### config.mk
export PLATFORM = sky130hd
export DESIGN_NAME = min3_stream_driver
export DESIGN_NICKNAME = d
export VERILOG_FILES = /design/src/rtl/min3_stream_driver.sv
export SDC_FILE = /design/constraint.sdc
export NUM_CORES = 1
export LEC_CHECK = 0
export ABC_AREA = 1
export CAP_MARGIN = 40
export CORE_MARGIN = 2
export CORE_UTILIZATION = 52
export CTS_CLUSTER_SIZE = 40
export DETAILED_ROUTE_END_ITERATION = 10
export PLACE_DENSITY_LB_ADDON = 0.3
export SLEW_MARGIN = 20
export SYNTH_ARGS = -nofsm -noshare
export SYNTH_HDL_FRONTEND = slang
export SYNTH_SLANG_ARGS = --single-unit
### constraint.sdc
create_clock -name clk -period 3.4 [get_ports clk]
set_input_delay 0.34 -clock clk [delete_from_list [all_inputs] [get_ports clk]]
set_output_delay 0.34 -clock clk [all_outputs]
set_load 0.01 [all_outputs]
### src/rtl/min3_stream_driver.sv
// Streaming front-end for a three-input minimum comparator: packs byte triples into
// registered operands, waits out the comparator latency, returns d and self-checks it.
module min3_stream_driver #(
    parameter int DW      = 8,
    parameter int CMP_LAT = 2
) (
    input  logic          clk,
    input  logic          rst,
    input  logic          s_valid,
    output logic          s_ready,
    input  logic [DW-1:0] s_data,
    output logic [DW-1:0] cmp_a,
    output logic [DW-1:0] cmp_b,
    output logic [DW-1:0] cmp_c,
    input  logic [DW-1:0] cmp_d,
    output logic          m_valid,
    input  logic          m_ready,
    output logic [DW-1:0] m_data,
    output logic          err,
    output logic [15:0]   tri_cnt
);

    // Handshakes: a transfer happens on a rising edge where valid and ready are both high;
    // valid never depends on ready, and the payload is held stable while valid waits.

    localparam logic [3:0] LAT = 4'(CMP_LAT);

    typedef enum logic [1:0] {
        ST_COLLECT,
        ST_WAIT,
        ST_OUTPUT
    } state_t;

    state_t        state;
    state_t        state_nxt;
    logic [1:0]    bidx;
    logic [DW-1:0] sh0;
    logic [DW-1:0] sh1;
    logic [DW-1:0] ref_min;
    logic [3:0]    wcnt;
    logic          s_acc;
    logic          last_byte;
    logic          lat_hit;
    logic          m_acc;

    function automatic logic [DW-1:0] min3(input logic [DW-1:0] x, input logic [DW-1:0] y,
                                           input logic [DW-1:0] z);
        logic [DW-1:0] m;
        m = (x < y) ? x : y;
        return (z < m) ? z : m;
    endfunction

    assign s_ready   = (state == ST_COLLECT);
    assign s_acc     = s_valid && s_ready;
    assign last_byte = s_acc && (bidx == 2'd2);
    assign lat_hit   = (state == ST_WAIT) && (wcnt == LAT);
    assign m_acc     = m_valid && m_ready;

    always_ff @(posedge clk) begin
        if (rst) state <= ST_COLLECT;
        else     state <= state_nxt;
    end

    always_comb begin
        state_nxt = state;
        case (state)
            ST_COLLECT: if (last_byte) state_nxt = ST_WAIT;
            ST_WAIT:    if (lat_hit)   state_nxt = ST_OUTPUT;
            ST_OUTPUT:  if (m_acc)     state_nxt = ST_COLLECT;
            default:                   state_nxt = ST_COLLECT;
        endcase
    end

    always_ff @(posedge clk) begin
        if (rst) begin
            bidx    <= 2'd0;
            sh0     <= '0;
            sh1     <= '0;
            cmp_a   <= '0;
            cmp_b   <= '0;
            cmp_c   <= '0;
            ref_min <= '0;
            wcnt    <= 4'd0;
            m_valid <= 1'b0;
            m_data  <= '0;
            err     <= 1'b0;
            tri_cnt <= 16'd0;
        end else begin
            if (s_acc) begin
                case (bidx)
                    2'd0: begin
                        sh0  <= s_data;
                        bidx <= 2'd1;
                    end
                    2'd1: begin
                        sh1  <= s_data;
                        bidx <= 2'd2;
                    end
                    default: begin
                        // All three operands switch on one edge so the comparator never sees a mix.
                        cmp_a   <= sh0;
                        cmp_b   <= sh1;
                        cmp_c   <= s_data;
                        ref_min <= min3(sh0, sh1, s_data);
                        wcnt    <= 4'd0;
                    end
                endcase
            end
            if (state == ST_WAIT) begin
                if (lat_hit) begin
                    m_data  <= cmp_d;
                    m_valid <= 1'b1;
                    err     <= err | (cmp_d != ref_min);
                end else begin
                    wcnt <= wcnt + 4'd1;
                end
            end
            if (m_acc) begin
                m_valid <= 1'b0;
                tri_cnt <= tri_cnt + 16'd1;
                bidx    <= 2'd0;
            end
        end
    end

endmodule
==> results_dict.tcl, run 1 <==
set metrics [dict create \
    placed_area_um2 4440 \
    grt_pass1_wl_um 14800 \
    cts.sinks 82 \
    min_path_type "reg -> reg" \
    drive_gt1_share_pct 7.35 \
    clock_path_buffers 2 \
    area_growth_pct 26.7 \
    synthArstFlopShare_pct 0 \
    synth.top_cell.area_share_pct 44.8 \
    ios 71 \
    cts_made_buffers 9 \
    wl_um 8960 \
    dp_cells 638 \
    synth_top_cell_by_area "dfxtp_1" \
    hpwlAfterDp_um 6420 \
    first_iter_violations 198 \
    switching_share_pct 31.4 \
    cts.repair.resized 0 \
    cap_violations 0 \
    p_int_mw 1.53 \
    viasPerCell 5.23 \
    report.final.slew_viol_count 0 \
    htreeDepth 3 \
    wire_per_inst_um 13.7 \
    arrival_ps 3180 \
    fp.dieH_um 88.0 \
    cts-root-buf "clkbuf_8" \
    path_max_fanout 15 \
    drtPass1Iterations 4 \
    final-setup-viol-count 0 \
    timing.hold.ws_ps 453 \
    grt_usage_pct 24.4 \
    clkTransAtPathRegs_ps 80 \
    ys_seq_area_share_pct 44.8 \
    crit_required_ps 3680 \
    grt-ovfl-total 0 \
    fmax_mhz 345 \
    ir_drop_v 0.000274 \
    syn_avg_cell_area_um2 7.54 \
    synth_most_common_cell "dfxtp_1" \
    grt_max_degree 51 \
    clkLatencyLatePin_ps 360 \
    fp.dieW_um 88.0 \
    crit_type "reg -> reg" \
    route.detailed.drc 0 \
    cts_hold_buf 0 \
    worst_pin_slew_ps 796 \
    synthFlopType "dfxtp_1" \
    synth.distinct_cells 28 \
    p_sw_uw 700 \
    via_count 3423 \
    synth_nets 523 \
    leakage_nw 1.86 \
    p_per_area_nw_per_um2 480 \
    grt_setup_unrepaired "no" \
    dieArea_um2 7740 \
    seqPwrFrac_pct 45.7 \
    hold_violations 0 \
    initial_core_util_pct 54.0 \
    syn-instance-count 486 \
    yosys_warnings 0 \
    synth.area.top_cells "dfxtp_1, a21oi_1, nand2_1, o21ai_0, ha_1" \
    antenna_found_initial 0 \
    max-slew-margin-rel_pct 46.7 \
    pwr-share-comb_pct 22.3 \
    final_cell_count_no_fill 654 \
    finalCritPeriodShare_pct 85.3 \
    first_global_vias 3158 \
    coreArea_um2 6790 \
    crit_path_end_kind "flop" \
    fin_area_um2 4640 \
    port_buffers 70 \
    ant_nets 0 \
    tns_ps 0 \
    synth_edf_count 0 \
    period_minus_slack_ps 2900 \
    ys_seq_elements 82 \
    syn_area_um2 3670 \
    final_nets 590 \
    cts_tree "done" \
    synth_common_cells "dfxtp_1, nand2_1, a21oi_1" \
    critPathLaunchType "flop" \
    cts_setup_buffers 0 \
    fin_worst_skew_ps 14.7 \
    n_antenna_cell 0 \
    clkPwrFrac_pct 32.0 \
    std_cell_rows 30 \
    outcome "completed" \
    place.gp.congestion 0.920 \
]
[metal layers]
metal / track usage (%) / up-vias / part of all wire (%)
met5: 0 / - / 0
met1: 32.2 / 1550 / 44
met4: 8.11 / 0 / 1.6
met2: 39.9 / 111 / 48
met3: 5.00 / 18 / 6.6
li1: - / 1744 / -
[state kept, by name, summed over array words and instances, names as in the netlist]
register,count
wcnt,4
cmp_c,8
cmp_b,8
m_valid,1
ref_min,8
err,1
m_data,8
bidx,2
sh1,8
cmp_a,8
tri_cnt,16
sh0,8
state,2
[cells in the final DEF (no fill, tap or decap), drive strengths merged]
master	n
clkbuf	9
nand2	78
clkinv	3
nor3	5
a21oi	67
nor2	50
nand4	4
clkinvlp	2
nor4	1
dfxtp	82
bufinv	1
xor2	2
a211oi	2
inv	53
buf	3
or2	4
xnor2	5
nand3	38
o21ai	56
ha	17
nor3b	2
o41ai	1
o21a	3
clkdlybuf4s50	70
[worst paths after layout]
path / start / end / slack (ps) / depth (start not counted)
setup / recovery: sh1[7] / ref_min[1] / 500 / 16
hold / removal: err / err / 450 / 2
setup reg to reg: sh1[7] / ref_min[1] / 500 / 16
hold reg to reg: err / err / 450 / 2
[power by group through the flow]
| stage | sequential [mW] | combinational (mW) | clock [mW] |
|---|---|---|---|
| floorplan | 1.04 | 0.352 | 0 |
| global placement | 1.04 | 0.469 | 0 |
| detailed placement | 1.04 | 0.487 | 0 |
| CTS | 1.02 | 0.491 | 0.725 |
| global route | 1.02 | 0.554 | 0.778 |
| finish | 1.02 | 0.497 | 0.714 |
[cell type report]
class / count / area, um^2
inverter: 52 / 195
clock buffer: 9 / 124
clock inverter: 7 / 76.3
tap: 96 / 120
timing repair buffer: 73 / 723
sequential: 82 / 1640
fill: 563 / 2150
multi-input combinational: 335 / 1760
[worst max-delay path: stages (launching register included)]
cell and delay [ps]:
dfxtp_1 340, inv_1 70, ha_1 290, nand2_1 70
inv_1 30, nor2_1 90, o21a_1 200, nand2_4 120
o21ai_0 250, ha_1 330, nand2_1 120, nor2_1 80
a211oi_4 380, nand2_4 140, nand2_1 90, nand3_1 80
a21oi_1 150
[stage by stage]
stage / setup slack (ps) / utilization (%) / power, mW
floorplan: 828 / - / 1.39
global placement: 733 / 65.4 / 1.51
detailed placement: 562 / 65.4 / 1.53
CTS: 534 / 68.3 / 2.24
global route: 289 / 68.3 / 2.36
finish: 500 / 68.3 / 2.23
[kinds of logic (layout without fill, tap and decap cells)]
family / after synthesis / in the layout / share of synthesized area, %
and+or+nand+nor: 182 / 182 / 22.1
buffers and inverters: 69 / 141 / 7.20
DFF: 82 / 82 / 44.8
xor gates and xnor gates: 7 / 7 / 1.67
adders and majority gates: 17 / 17 / 5.80
AOI/OAI and AO/OA: 129 / 129 / 18.4
(Power assumes the default switching activity.)
==> run 2, diff against run 1 <==
--- a/config.mk
+++ b/config.mk
@@ -8,8 +8,7 @@
 export ABC_AREA = 1
 export CAP_MARGIN = 40
 export CORE_MARGIN = 2
-export CORE_UTILIZATION = 52
-export CTS_CLUSTER_SIZE = 40
+export CORE_UTILIZATION = 47
 export DETAILED_ROUTE_END_ITERATION = 10
 export PLACE_DENSITY_LB_ADDON = 0.3
 export SLEW_MARGIN = 20
==> constraint.sdc (replaced) <==
create_clock -name clk -period 2.35 [get_ports clk]
set_input_delay 0.235 -clock clk [delete_from_list [all_inputs] [get_ports clk]]
set_output_delay 0.235 -clock clk [all_outputs]
set_load 0.01 [all_outputs]
==> results_dict.tcl, run 2 (synthesis gave the netlist of run 1 again) <==
set metrics [dict create \
    initial_core_util_pct 47.9 \
    cts-root-buf "clkbuf_8" \
    hpwlAfterDp_um 6880 \
    htreeDepth 3 \
    grt-ovfl-total 0 \
    std_cell_rows 32 \
    outcome "finished, violations left" \
    fin_worst_skew_ps 9.46 \
    grt_usage_pct 23.4 \
    arrival_ps 2900 \
    p_per_area_nw_per_um2 709 \
    largest_register_ffs 16 \
    hold_violations 0 \
    path_max_fanout 8 \
    first_global_vias 3521 \
    worst_pin_slew_ps 635 \
    antenna_found_initial 0 \
    crit_type "reg -> reg" \
    timing.reg2reg.setup_slack_ps -260 \
    max-slew-margin-rel_pct 57.6 \
    dieArea_um2 8520 \
    first_iter_violations 230 \
    top_register "tri_cnt" \
    p_int_mw 2.41 \
    final-setup-viol-count 8 \
    wl_um 9970 \
    min_path_type "reg -> reg" \
    pwr-share-comb_pct 34.1 \
    place.gp.congestion 0.955 \
    n_antenna_cell 0 \
    cts_made_buffers 9 \
    crit_path_end_kind "flop" \
    seqPwrFrac_pct 40.4 \
    clkLatencyLatePin_ps 350 \
    grt_pass1_wl_um 15900 \
    setup_ws_ps -264 \
    ant_nets 0 \
    grt_max_degree 36 \
    via_count 3674 \
    ir_drop_v 0.000428 \
    fp.dieW_um 92.3 \
    cap_violations 0 \
    clock_path_buffers 2 \
    p_sw_mw 1.25 \
    violations "setup timing" \
    p_total_mw 3.65 \
    ios 71 \
    grt_setup_unrepaired "yes" \
    cts_tree "done" \
    fmax_mhz 383 \
    crit_required_ps 2640 \
    fin_util_pct 67.4 \
    clkPwrFrac_pct 25.6 \
    clkTransAtPathRegs_ps 90 \
    place_ws_ps -224 \
    leakage_nw 2.06 \
    fp.dieH_um 92.3 \
    route.detailed.drc 0 \
    cts_hold_buf 0 \
    area_growth_pct 40.6 \
    viasPerCell 5.26 \
    coreArea_um2 7650 \
    final_nets 629 \
    drive_gt1_share_pct 20.8 \
    drtPass1Iterations 5 \
    cts.sinks 82 \
    port_buffers 70 \
    report.final.slew_viol_count 0 \
    critPathLaunchType "flop" \
    layout_commonest_cell "dfxtp_1" \
    wire_per_inst_um 14.3 \
    period_minus_slack_ps 2610 \
    finalCritPeriodShare_pct 111 \
    switching_share_pct 34.2 \
    layout_common_cells "dfxtp_1, clkdlybuf4s50_1, nand2_1" \
]
run 2: repair_timing:
| item | CTS | global route |
|---|---|---|
| endpoints found under the setup margin | 8 | 8 |
| gates cloned | 3 | 0 |
| pin swaps | 16 | 17 |
| buffers inserted | 9 | 1 |
| resized for setup | 13 | 38 |
run 2: worst paths after layout:
path	start	to	cells past startpoint
setup reg to reg	sh1[7]	ref_min[7]	17
setup / recovery	sh1[7]	ref_min[7]	17
hold / removal	err	err	2
hold reg to reg	err	err	2
run 2: stage by stage:
step	instances	hold WS (ps)	TNS, ps	cell area, um^2
after CTS	698	463	-971	4970
final	699	462	-1900	5160
after global routing	699	488	-2940	5160
after global placement	670	450	-1110	4670
after detailed placement	670	450	-1730	4670
after floorplan	486	370	-1570	3700
run 2: cell type report:
type | instances | area (um^2)
well taps | 102 | 128
clock buffers | 9 | 124
inverters | 52 | 195
fillers | 629 | 2490
clock inverters | 7 | 52.6
multi-input cells | 337 | 2000
flip-flops and latches | 82 | 1650
repair buffers | 110 | 1010
run 2: per-layer routing:
metal	vias to the layer above	share of wire, %	track usage (%)	wire, um
met5	-	0	0	0
met1	1692	42	28.8	4200
met2	127	49	40.0	4930
li1	1829	-	-	-
met3	26	5.1	3.99	505
met4	0	3.4	10.6	334
run 2: power groups by stage:
stage / registers, mW / clock network, mW / logic [mW]
after CTS: 1.47 / 0.947 / 1.01
after global placement: 1.50 / 0 / 0.824
after global routing: 1.48 / 1.01 / 1.34
after floorplan: 1.51 / 0 / 0.525
final: 1.48 / 0.934 / 1.24
after detailed placement: 1.50 / 0 / 0.840
run 2: critical path, stage by stage (launching register included):
cell	delay, ps
dfxtp_2	340
inv_2	50
ha_4	210
nand2_2	50
inv_2	30
nor2_1	80
o21a_2	240
nand2_8	110
o21ai_4	200
ha_4	230
a21oi_2	170
nor2_2	70
a211oi_4	240
buf_6	170
nand2_8	70
nand2_1	90
nand3_2	80
a21oi_2	120
